[src/rtl/noc_rd_master_if.sv]
// Bundle of command, noc read-port and output-stream signals for noc_rd_master.
// The master modport is the block's view; slave is the environment's view.
interface noc_rd_master_if #(
   parameter int DATA_WIDTH_MSB = 15,
   parameter int ADDR_WIDTH_MSB = 15
);
   logic                    cmd_start;
   logic [ADDR_WIDTH_MSB:0] cmd_addr;
   logic [7:0]              cmd_len;
   logic                    cmd_busy;
   logic                    cmd_done;

   logic                    noc_rd_valid;
   logic                    noc_rd_ready;
   logic [ADDR_WIDTH_MSB:0] noc_rd_addr;
   logic [DATA_WIDTH_MSB:0] noc_rd_data;

   logic                    out_valid;
   logic                    out_ready;
   logic [DATA_WIDTH_MSB:0] out_data;

   modport master (
      input  cmd_start, cmd_addr, cmd_len, noc_rd_ready, noc_rd_data, out_ready,
      output cmd_busy, cmd_done, noc_rd_valid, noc_rd_addr, out_valid, out_data
   );

   modport slave (
      output cmd_start, cmd_addr, cmd_len, noc_rd_ready, noc_rd_data, out_ready,
      input  cmd_busy, cmd_done, noc_rd_valid, noc_rd_addr, out_valid, out_data
   );
endinterface

[src/rtl/noc_rd_master.sv]
// Burst read master: issues sequential word reads on a noc port and streams the
// returned words through a first-word-fall-through buffer.
module noc_rd_master #(
   parameter int DATA_WIDTH_MSB = 15,
   parameter int ADDR_WIDTH_MSB = 15,
   parameter int FIFO_DEPTH     = 4
) (
   input logic             clk,
   input logic             rst,
   noc_rd_master_if.master bus
);
   localparam int PTR_W = (FIFO_DEPTH > 1) ? $clog2(FIFO_DEPTH) : 1;
   localparam logic [PTR_W:0] FULL_CNT   = (PTR_W+1)'(FIFO_DEPTH);
   localparam logic [PTR_W:0] ALMOST_CNT = (PTR_W+1)'(FIFO_DEPTH - 1);

   typedef enum logic [1:0] {IDLE, REQ, STALL, DRAIN} state_t;

   state_t                  state, state_nxt;
   logic [ADDR_WIDTH_MSB:0] addr_cnt;
   logic [7:0]              rem_cnt;
   logic                    done_q;

   logic [DATA_WIDTH_MSB:0] mem [FIFO_DEPTH];
   logic [PTR_W-1:0]        wr_ptr, rd_ptr;
   logic [PTR_W:0]          count;
   logic                    push, pop, empty, full;

   assign empty = (count == '0);
   assign full  = (count == FULL_CNT);
   // REQ is only ever entered with a free entry, so a push never meets a full buffer.
   assign push  = (state == REQ) && bus.noc_rd_ready;
   assign pop   = !empty && bus.out_ready;

   always_comb begin
      state_nxt = state;
      case (state)
         IDLE:  if (bus.cmd_start) state_nxt = (bus.cmd_len != '0) ? REQ : DRAIN;
         REQ:   if (push) begin
                   if (rem_cnt == 8'd1)                 state_nxt = DRAIN;
                   else if (count == ALMOST_CNT && !pop) state_nxt = STALL;
                end
         STALL: if (!full)  state_nxt = REQ;
         DRAIN: if (empty)  state_nxt = IDLE;
         default:           state_nxt = IDLE;
      endcase
   end

   always_ff @(posedge clk or posedge rst) begin
      if (rst) begin
         state    <= IDLE;
         addr_cnt <= '0;
         rem_cnt  <= '0;
         done_q   <= 1'b0;
      end else begin
         state  <= state_nxt;
         done_q <= (state == DRAIN) && empty;
         if (state == IDLE && bus.cmd_start) begin
            addr_cnt <= bus.cmd_addr;
            rem_cnt  <= bus.cmd_len;
         end else if (push) begin
            addr_cnt <= addr_cnt + 1'b1;
            rem_cnt  <= rem_cnt - 8'd1;
         end
      end
   end

   always_ff @(posedge clk or posedge rst) begin
      if (rst) begin
         wr_ptr <= '0;
         rd_ptr <= '0;
         count  <= '0;
      end else begin
         if (push) wr_ptr <= wr_ptr + 1'b1;
         if (pop)  rd_ptr <= rd_ptr + 1'b1;
         case ({push, pop})
            2'b10:   count <= count + 1'b1;
            2'b01:   count <= count - 1'b1;
            default: count <= count;
         endcase
      end
   end

   always_ff @(posedge clk) begin
      if (push) mem[wr_ptr] <= bus.noc_rd_data;
   end

   assign bus.cmd_busy     = (state != IDLE);
   assign bus.cmd_done     = done_q;
   assign bus.noc_rd_valid = (state == REQ);
   assign bus.noc_rd_addr  = addr_cnt;
   assign bus.out_valid    = !empty;
   // Head word is masked while empty so a flushed buffer presents zero data.
   assign bus.out_data     = empty ? '0 : mem[rd_ptr];
endmodule

[src/flat_wrapper.sv]
// flat-port wrapper written by rule: the top's interface ports become plain ports
module noc_rd_master_flat 
#(
   parameter int DATA_WIDTH_MSB = 15,
   parameter int ADDR_WIDTH_MSB = 15,
   parameter int FIFO_DEPTH     = 4
)
  (clk, rst, bus_cmd_start, bus_cmd_addr, bus_cmd_len, bus_noc_rd_ready, bus_noc_rd_data, bus_out_ready, bus_cmd_busy, bus_cmd_done, bus_noc_rd_valid, bus_noc_rd_addr, bus_out_valid, bus_out_data);
  noc_rd_master_if #(.DATA_WIDTH_MSB(DATA_WIDTH_MSB), .ADDR_WIDTH_MSB(ADDR_WIDTH_MSB)) bus_i ();
  input logic clk;
  input logic rst;
  input wire logic [$bits(bus_i.cmd_start)-1:0] bus_cmd_start;
  input wire logic [$bits(bus_i.cmd_addr)-1:0] bus_cmd_addr;
  input wire logic [$bits(bus_i.cmd_len)-1:0] bus_cmd_len;
  input wire logic [$bits(bus_i.noc_rd_ready)-1:0] bus_noc_rd_ready;
  input wire logic [$bits(bus_i.noc_rd_data)-1:0] bus_noc_rd_data;
  input wire logic [$bits(bus_i.out_ready)-1:0] bus_out_ready;
  output wire logic [$bits(bus_i.cmd_busy)-1:0] bus_cmd_busy;
  output wire logic [$bits(bus_i.cmd_done)-1:0] bus_cmd_done;
  output wire logic [$bits(bus_i.noc_rd_valid)-1:0] bus_noc_rd_valid;
  output wire logic [$bits(bus_i.noc_rd_addr)-1:0] bus_noc_rd_addr;
  output wire logic [$bits(bus_i.out_valid)-1:0] bus_out_valid;
  output wire logic [$bits(bus_i.out_data)-1:0] bus_out_data;
  assign bus_i.cmd_start = bus_cmd_start;
  assign bus_i.cmd_addr = bus_cmd_addr;
  assign bus_i.cmd_len = bus_cmd_len;
  assign bus_i.noc_rd_ready = bus_noc_rd_ready;
  assign bus_i.noc_rd_data = bus_noc_rd_data;
  assign bus_i.out_ready = bus_out_ready;
  assign bus_cmd_busy = bus_i.cmd_busy;
  assign bus_cmd_done = bus_i.cmd_done;
  assign bus_noc_rd_valid = bus_i.noc_rd_valid;
  assign bus_noc_rd_addr = bus_i.noc_rd_addr;
  assign bus_out_valid = bus_i.out_valid;
  assign bus_out_data = bus_i.out_data;
  noc_rd_master #(.DATA_WIDTH_MSB(DATA_WIDTH_MSB), .ADDR_WIDTH_MSB(ADDR_WIDTH_MSB), .FIFO_DEPTH(FIFO_DEPTH)) u_core (.clk(clk), .rst(rst), .bus(bus_i));
endmodule
[config.mk]
export PLATFORM = sky130hd
export DESIGN_NAME = noc_rd_master_flat
export DESIGN_NICKNAME = d
export VERILOG_FILES = /design/src/rtl/noc_rd_master_if.sv /design/src/rtl/noc_rd_master.sv /design/src/flat_wrapper.sv
export SDC_FILE = /design/constraint.sdc
export NUM_CORES = 1
export LEC_CHECK = 0
export BUFFER_PORTS_ARGS = -buffer_cell sky130_fd_sc_hd__buf_2
export CORE_MARGIN = 2
export CORE_UTILIZATION = 55
export DETAILED_ROUTE_END_ITERATION = 8
export PLACE_DENSITY = 0.9
export SETUP_SLACK_MARGIN = 0.3
export SLEW_MARGIN = 10
export SYNTH_ARGS = -nofsm -noshare
export SYNTH_HDL_FRONTEND = slang
export SYNTH_SLANG_ARGS = --single-unit
[constraint.sdc]
create_clock -name clk -period 3.05 [get_ports clk]
set_clock_uncertainty 0.2 [all_clocks]
set_input_delay 0.305 -clock clk [delete_from_list [all_inputs] [get_ports clk]]
set_output_delay 0.305 -clock clk [all_outputs]
set_load 0.005 [all_outputs]
==> results of run 1 <==
-- critical path: stages, from the launching register on --
cell	delay (ns)
dfrtp_2	0.49
buf_4	0.31
mux4_2	0.55
and2_1	0.18
buf_2	0.12
-- synthesized netlist by cell type (2+ instances only) --
library cell	instances	area share (%)
a21oi_1	5	0.56
a221o_1	8	1.8
a22oi_1	2	0.34
a31oi_1	4	0.56
a32oi_1	2	0.39
and2_1	22	3.1
and3_1	2	0.28
buf_2	8	0.90
clkbuf_1	5	0.42
dfrtp_1	34	19
edfxtp_1	64	43
ha_1	8	2.2
inv_1	11	0.93
mux2_2	2	0.50
mux2i_1	3	0.67
mux4_2	16	8.1
nand2_1	30	2.5
nand3_1	10	1.1
nand4_1	5	0.70
nor2_1	10	0.84
nor3_1	8	0.90
nor3b_1	2	0.34
nor4_1	5	0.70
o211ai_1	4	0.67
o21ai_0	13	1.5
o221ai_1	2	0.39
o311ai_0	5	0.98
or3_1	3	0.42
or4_1	3	0.50
xnor2_1	4	0.79
xor2_1	2	0.39
-- repair_timing --
action                     4_1_cts  5_1_grt
setup endpoints to repair        0        1
hold endpoints to repair       120        0
resized for setup                0        1
hold buffers                    39        0
-- cell type report --
| type | count | share of cell area [%] |
|---|---|---|
| Sequential cell | 98 | 49.8 |
| Multi-Input combinational cell | 195 | 27.7 |
| Timing Repair Buffer | 129 | 15.5 |
| Tap cell | 102 | 2.29 |
| Clock buffer | 9 | 2.22 |
| Clock inverter | 7 | 1.66 |
| Inverter | 12 | 0.808 |
-- stage by stage --
stage | area (um2) | cells
after floorplan | 4460 | 323
after global placement | 4960 | 497
after detailed placement | 4960 | 497
after CTS | 5570 | 552
after global routing | 5570 | 552
final | 5570 | 552
-- power groups by stage --
stage / Combinational (uW) / Sequential (uW) / Clock [uW]
5_1_grt: 1970 / 2150 / 953
3_5_place_dp: 1720 / 2120 / 0
3_3_place_gp: 1630 / 2080 / 0
4_1_cts: 1770 / 2100 / 901
6_report: 1800 / 2110 / 895
2_1_floorplan: 1270 / 1960 / 0
-- registers in the layout, summed over array words and instances, names as in the netlist --
register	count
u_core.bus.cmd_done	1
u_core.rd_ptr	2
u_core.state	2
u_core.rem_cnt	8
u_core.mem	64
u_core.count	3
u_core.wr_ptr	2
u_core.bus.noc_rd_addr	16
-- worst max-delay path by stage --
stage / from / to / slack, ns / cells past startpoint
floorplan: u_core.state[0] / u_core.count[2] / 0.73 / 11
global placement: u_core.state[1] / u_core.state[1] / 0.80 / 4
detailed placement: u_core.count[0] / u_core.count[1] / 0.72 / 7
CTS: u_core.rd_ptr[0] / bus_out_data[10] / 0.37 / 4
global route: u_core.rd_ptr[0] / bus_out_data[13] / 0.42 / 4
finish: u_core.rd_ptr[0] / bus_out_data[8] / 0.53 / 4
-- cell families (layout without fill, tap and decap cells) --
family	Yosys count	count (layout)	synth area share (%)
multiplexers	21	21	9.25
AND/OR/NAND/NOR	112	112	13.9
XOR/XNOR	6	6	1.18
adder cells (fa/ha/maj)	9	9	2.69
flip-flops	98	98	62.1
buffers and inverters	30	157	3.25
AO/OA/AOI/OAI	47	47	7.57
-- layer usage --
layer / track usage (%) / wire length (um) / up-vias
met5: 0 / 0 / -
met4: 14.3 / 435 / 0
met3: 5.22 / 765 / 49
met2: 40.2 / 5360 / 192
met1: 31.7 / 3970 / 1627
li1: - / - / 1485
==> flow_metrics.env, run 1 <==
export IMPL_grt_pass1_wl_um=16400
export IMPL_setup_viol=0
export IMPL_cts_setup_buffers=0
export IMPL_n_antenna_cell=0
export IMPL_cap_violations=0
export IMPL_min_to="u_core.bus.noc_rd_addr[1]"
export IMPL_intPower_uw=3040
export IMPL_cts_tree="yes"
export IMPL_final_antenna_net_count=0
export IMPL_grt_overflow=0
export IMPL_numClockSinks=98
export IMPL_post_drt_wl_per_cell_um=19.1
export IMPL_via_per_inst=6.07
export IMPL_report_final_slew_viol_count=0
export IMPL_fp_dieH_um=94.1
export IMPL_r2r_end="u_core.state[0]"
export IMPL_seq_area_um2=2770
export IMPL_syn_num_nets=377
export IMPL_ir_drop_mv=0.414
export IMPL_hold_path_class="in -> reg"
export IMPL_whs_path_depth=3
export IMPL_hold_start="bus_cmd_addr[1]"
export IMPL_power_density_nw_per_um2=863
export IMPL_period_minus_slack_ns=2.52
export IMPL_hpwl_um=6390
export IMPL_rsz0062_at_grt="false"
export IMPL_drt_iter0_drc=366
export IMPL_max_freq_ghz=0.396
export IMPL_worstSkewPairLatency_ns=0.37
export IMPL_place_gp_congestion=0.847
export IMPL_postSynthCellCount=323
export IMPL_pwr_share_seq_pct=43.9
export IMPL_core_area_um2=7810
export IMPL_path_clk_slew_ns=0.10
export IMPL_syn_to_final_growth_pct=24.9
export IMPL_final_nets=499
export IMPL_layout_commonest_cell="buf_2"
export IMPL_grt_pass1_vias=3320
export IMPL_relSlewSlack_pct=41.1
export IMPL_synth_edf_count=64
export IMPL_critPathMaxFanout=13
export IMPL_setup_ws_ns=0.527
export IMPL_hold_violations=0
export IMPL_drcViolationCount=0
export IMPL_grt_max_degree=35
export IMPL_synthFlopType="edfxtp_1"
export IMPL_synthArstFlopShare_pct=34.7
export IMPL_r2r_setup_slack_ns=0.61
export IMPL_yosys_cell_types_count=52
export IMPL_grt_antenna_before_repair=0
export IMPL_yosys_warnings=0
export IMPL_outcome="finished clean"
export IMPL_power_frac_comb_pct=37.5
export IMPL_endpoint_kind="output pin"
export IMPL_io_buffers=80
export IMPL_pre_cts_slack_ns=0.722
export IMPL_syn_area_per_cell_um2=13.8
export IMPL_hold_ws_ns=0.0273
export IMPL_fin_util_pct=71.4
export IMPL_mostFrequentLayoutCells="buf_2, edfxtp_1, dlygate4sd3_1, dfrtp_1, nand2_1"
export IMPL_multi_input_area_um2=1540
export IMPL_ys_ff_latch=98
export IMPL_dieArea_um2=8850
export IMPL_num_fill_cells=496
export IMPL_die_x_um=94.1
export IMPL_cts_root_buf="clkbuf_8"
export IMPL_fp_row_count=32
export IMPL_grt_usage_pct=25.0
export IMPL_switching_share_pct=36.7
export IMPL_firstDrtPassIters=6
export IMPL_initial_core_util_pct=57.1
export IMPL_p_switching_uw=1760
export IMPL_worstPathArrival_ns=2.02
export IMPL_timing_rr_start="u_core.state[1]"
export IMPL_tns_ns=0
export IMPL_drive_gt1_share_pct=30.0
export IMPL_critPathKind="reg -> out"
export IMPL_numCtsBuffers=9
export IMPL_final_period_utilization_pct=82.7
export IMPL_seq_area_frac_synth_pct=62.1
export IMPL_p_leak_uw=0.00220
export IMPL_power_frac_clock_pct=18.6
export IMPL_worstPathRequired_ns=2.54
export IMPL_vias=3353
export IMPL_synthesis_area_um2=4460
export IMPL_htreeDepth=3
export IMPL_reg2reg_depth=4
export IMPL_tightest_slew_ns=0.880
export IMPL_pin_count=81
export IMPL_finalPower_uw=4810
export IMPL_critical_path_startpoint_type="register"
export IMPL_clock_path_buffers=2
export IMPL_drt_wl_total_um=10500
No activity file was read; power rests on OpenSTA's default activity.
==> run 2, diff against run 1 <==
==> constraint.sdc (replaced) <==
create_clock -name clk -period 2.64 [get_ports clk]
set_clock_uncertainty 0.2 [all_clocks]
set_input_delay 0.264 -clock clk [delete_from_list [all_inputs] [get_ports clk]]
set_output_delay 0.264 -clock clk [all_outputs]
set_load 0.005 [all_outputs]
==> flow_metrics.env, run 2 (synthesis results as in run 1) <==
export IMPL_n_antenna_cell=0
export IMPL_hold_path_class="in -> reg"
export IMPL_p_switching_uw=2060
export IMPL_numClockSinks=98
export IMPL_intPower_uw=3480
export IMPL_pin_count=81
export IMPL_tightest_slew_ns=0.844
export IMPL_regMostFlops="u_core.mem"
export IMPL_drt_wl_total_um=10600
export IMPL_numCtsBuffers=9
export IMPL_firstDrtPassIters=5
export IMPL_final_antenna_net_count=0
export IMPL_critical_path_max_stage_delay_ns=0.45
export IMPL_cts_tree="yes"
export IMPL_layout_commonest_cell="buf_2"
export IMPL_finalPower_uw=5540
export IMPL_grt_pass1_wl_um=16800
export IMPL_path_clk_slew_ns=0.10
export IMPL_multi_input_area_um2=1550
export IMPL_power_density_nw_per_um2=984
export IMPL_clock_path_buffers=2
export IMPL_hold_violations=0
export IMPL_final_period_utilization_pct=85.7
export IMPL_via_per_inst=5.93
export IMPL_place_gp_congestion=0.812
export IMPL_p_leak_uw=0.00222
export IMPL_worstSkewPairLatency_ns=0.36
export IMPL_pwr_share_seq_pct=43.2
export IMPL_io_buffers=80
export IMPL_grt_pass1_vias=3265
export IMPL_grt_max_degree=28
export IMPL_setup_ws_ns=0.376
export IMPL_critical_path_startpoint_type="register"
export IMPL_critPathMaxFanout=5
export IMPL_post_drt_wl_per_cell_um=18.9
export IMPL_cts_root_buf="clkbuf_8"
export IMPL_final_nets=506
export IMPL_drive_gt1_share_pct=31.5
export IMPL_endpoint_kind="register"
export IMPL_largest_register_ffs=64
export IMPL_drcViolationCount=0
export IMPL_seq_area_um2=2780
export IMPL_rsz0062_at_grt="false"
export IMPL_die_x_um=94.1
export IMPL_hold_ws_ns=0.186
export IMPL_ir_drop_mv=0.496
export IMPL_pre_cts_slack_ns=0.343
export IMPL_report_final_slew_viol_count=0
export IMPL_vias=3317
export IMPL_relSlewSlack_pct=43.7
export IMPL_dieArea_um2=8850
export IMPL_fp_row_count=32
export IMPL_outcome="finished clean"
export IMPL_grt_usage_pct=25.4
export IMPL_grt_antenna_before_repair=0
export IMPL_grt_overflow=0
export IMPL_max_freq_ghz=0.442
export IMPL_period_minus_slack_ns=2.26
export IMPL_mostFrequentLayoutCells="buf_2, edfxtp_1, dlygate4sd3_1, dfrtp_1, nand2_1"
export IMPL_fp_dieH_um=94.1
export IMPL_crit_chain="or3_1, and2_1, ha_1, inv_1, fa_1, xor2_1, nor2_1, xnor2_1"
export IMPL_switching_share_pct=37.1
export IMPL_placed_area_um2=4990
export IMPL_cap_violations=0
export IMPL_hpwl_um=6570
export IMPL_core_area_um2=7810
export IMPL_worstPathArrival_ns=2.32
export IMPL_power_frac_clock_pct=16.8
export IMPL_critPathKind="reg -> reg"
export IMPL_setup_viol=0
export IMPL_syn_to_final_growth_pct=26.1
export IMPL_final_area_um2=5620
export IMPL_initial_core_util_pct=57.1
export IMPL_worstPathRequired_ns=2.70
export IMPL_tns_ns=0
export IMPL_power_frac_comb_pct=40.1
export IMPL_cpMaxStageDelayCell="dfrtp_2"
export IMPL_num_fill_cells=464
export IMPL_htreeDepth=3
export IMPL_drt_iter0_drc=242
## run 2: per-layer routing
layer | up-vias | track usage, % | share of wire, %
met3 | 44 | 4.49 | 6.4
li1 | 1498 | - | -
met5 | - | 0 | 0
met1 | 1598 | 32.3 | 38
met2 | 177 | 42.3 | 52
met4 | 0 | 12.7 | 3.6
## run 2: worst max-delay path, delay by kind of cell (launching register included)
| kind | cells | cell delay, ns |
|---|---|---|
| xor gates and xnor gates | 2 | 0.31 |
| adders and majority gates | 2 | 0.42 |
| buffers and inverters | 1 | 0.08 |
| DFF | 1 | 0.45 |
| and+or+nand+nor | 3 | 0.68 |
## run 2: worst paths after layout
check                                 from                        end  slack [ns]  depth (start not counted)
setup / recovery           u_core.count[0]            u_core.count[2]        0.38                          8
min in group asynchronous              rst        u_core.bus.cmd_done        0.40                          3
hold reg to reg            u_core.count[0]            u_core.count[0]        0.36                          1
hold / removal               bus_out_ready           u_core.rd_ptr[0]        0.19                          3
setup reg to reg           u_core.count[0]            u_core.count[2]        0.38                          8
max in group asynchronous              rst  u_core.bus.noc_rd_addr[0]        1.20                          4
## run 2: layout make-up
| class | instances | share of cell area [%] |
|---|---|---|
| multi-input combinational | 195 | 27.5 |
| sequential | 98 | 49.4 |
| tap | 102 | 2.27 |
| timing repair buffer | 136 | 16.6 |
| clock inverter | 7 | 1.29 |
| inverter | 12 | 0.801 |
| clock buffer | 9 | 2.20 |
## run 2: per-stage QoR
step | std cells | util (%)
final | 559 | 72.0
after global routing | 559 | 72.0
after CTS | 559 | 71.9
after global placement | 500 | 63.9
after floorplan | 323 | -
after detailed placement | 500 | 63.9
## run 2: repair_timing
action,4_1_cts,5_1_grt
endpoints found under the hold margin,108,0
hold buffers,41,0
pin swaps,0,0
endpoints found under the setup margin,14,6
resized for setup,2,5
buffers inserted,2,0
## run 2: power by group through the flow
stage | Sequential [uW] | Clock [uW] | Combinational (uW)
after floorplan | 2260 | 0 | 1460
after global placement | 2360 | 0 | 1960
after detailed placement | 2400 | 0 | 2060
after CTS | 2360 | 946 | 2170
after global routing | 2430 | 1000 | 2430
final | 2390 | 929 | 2220
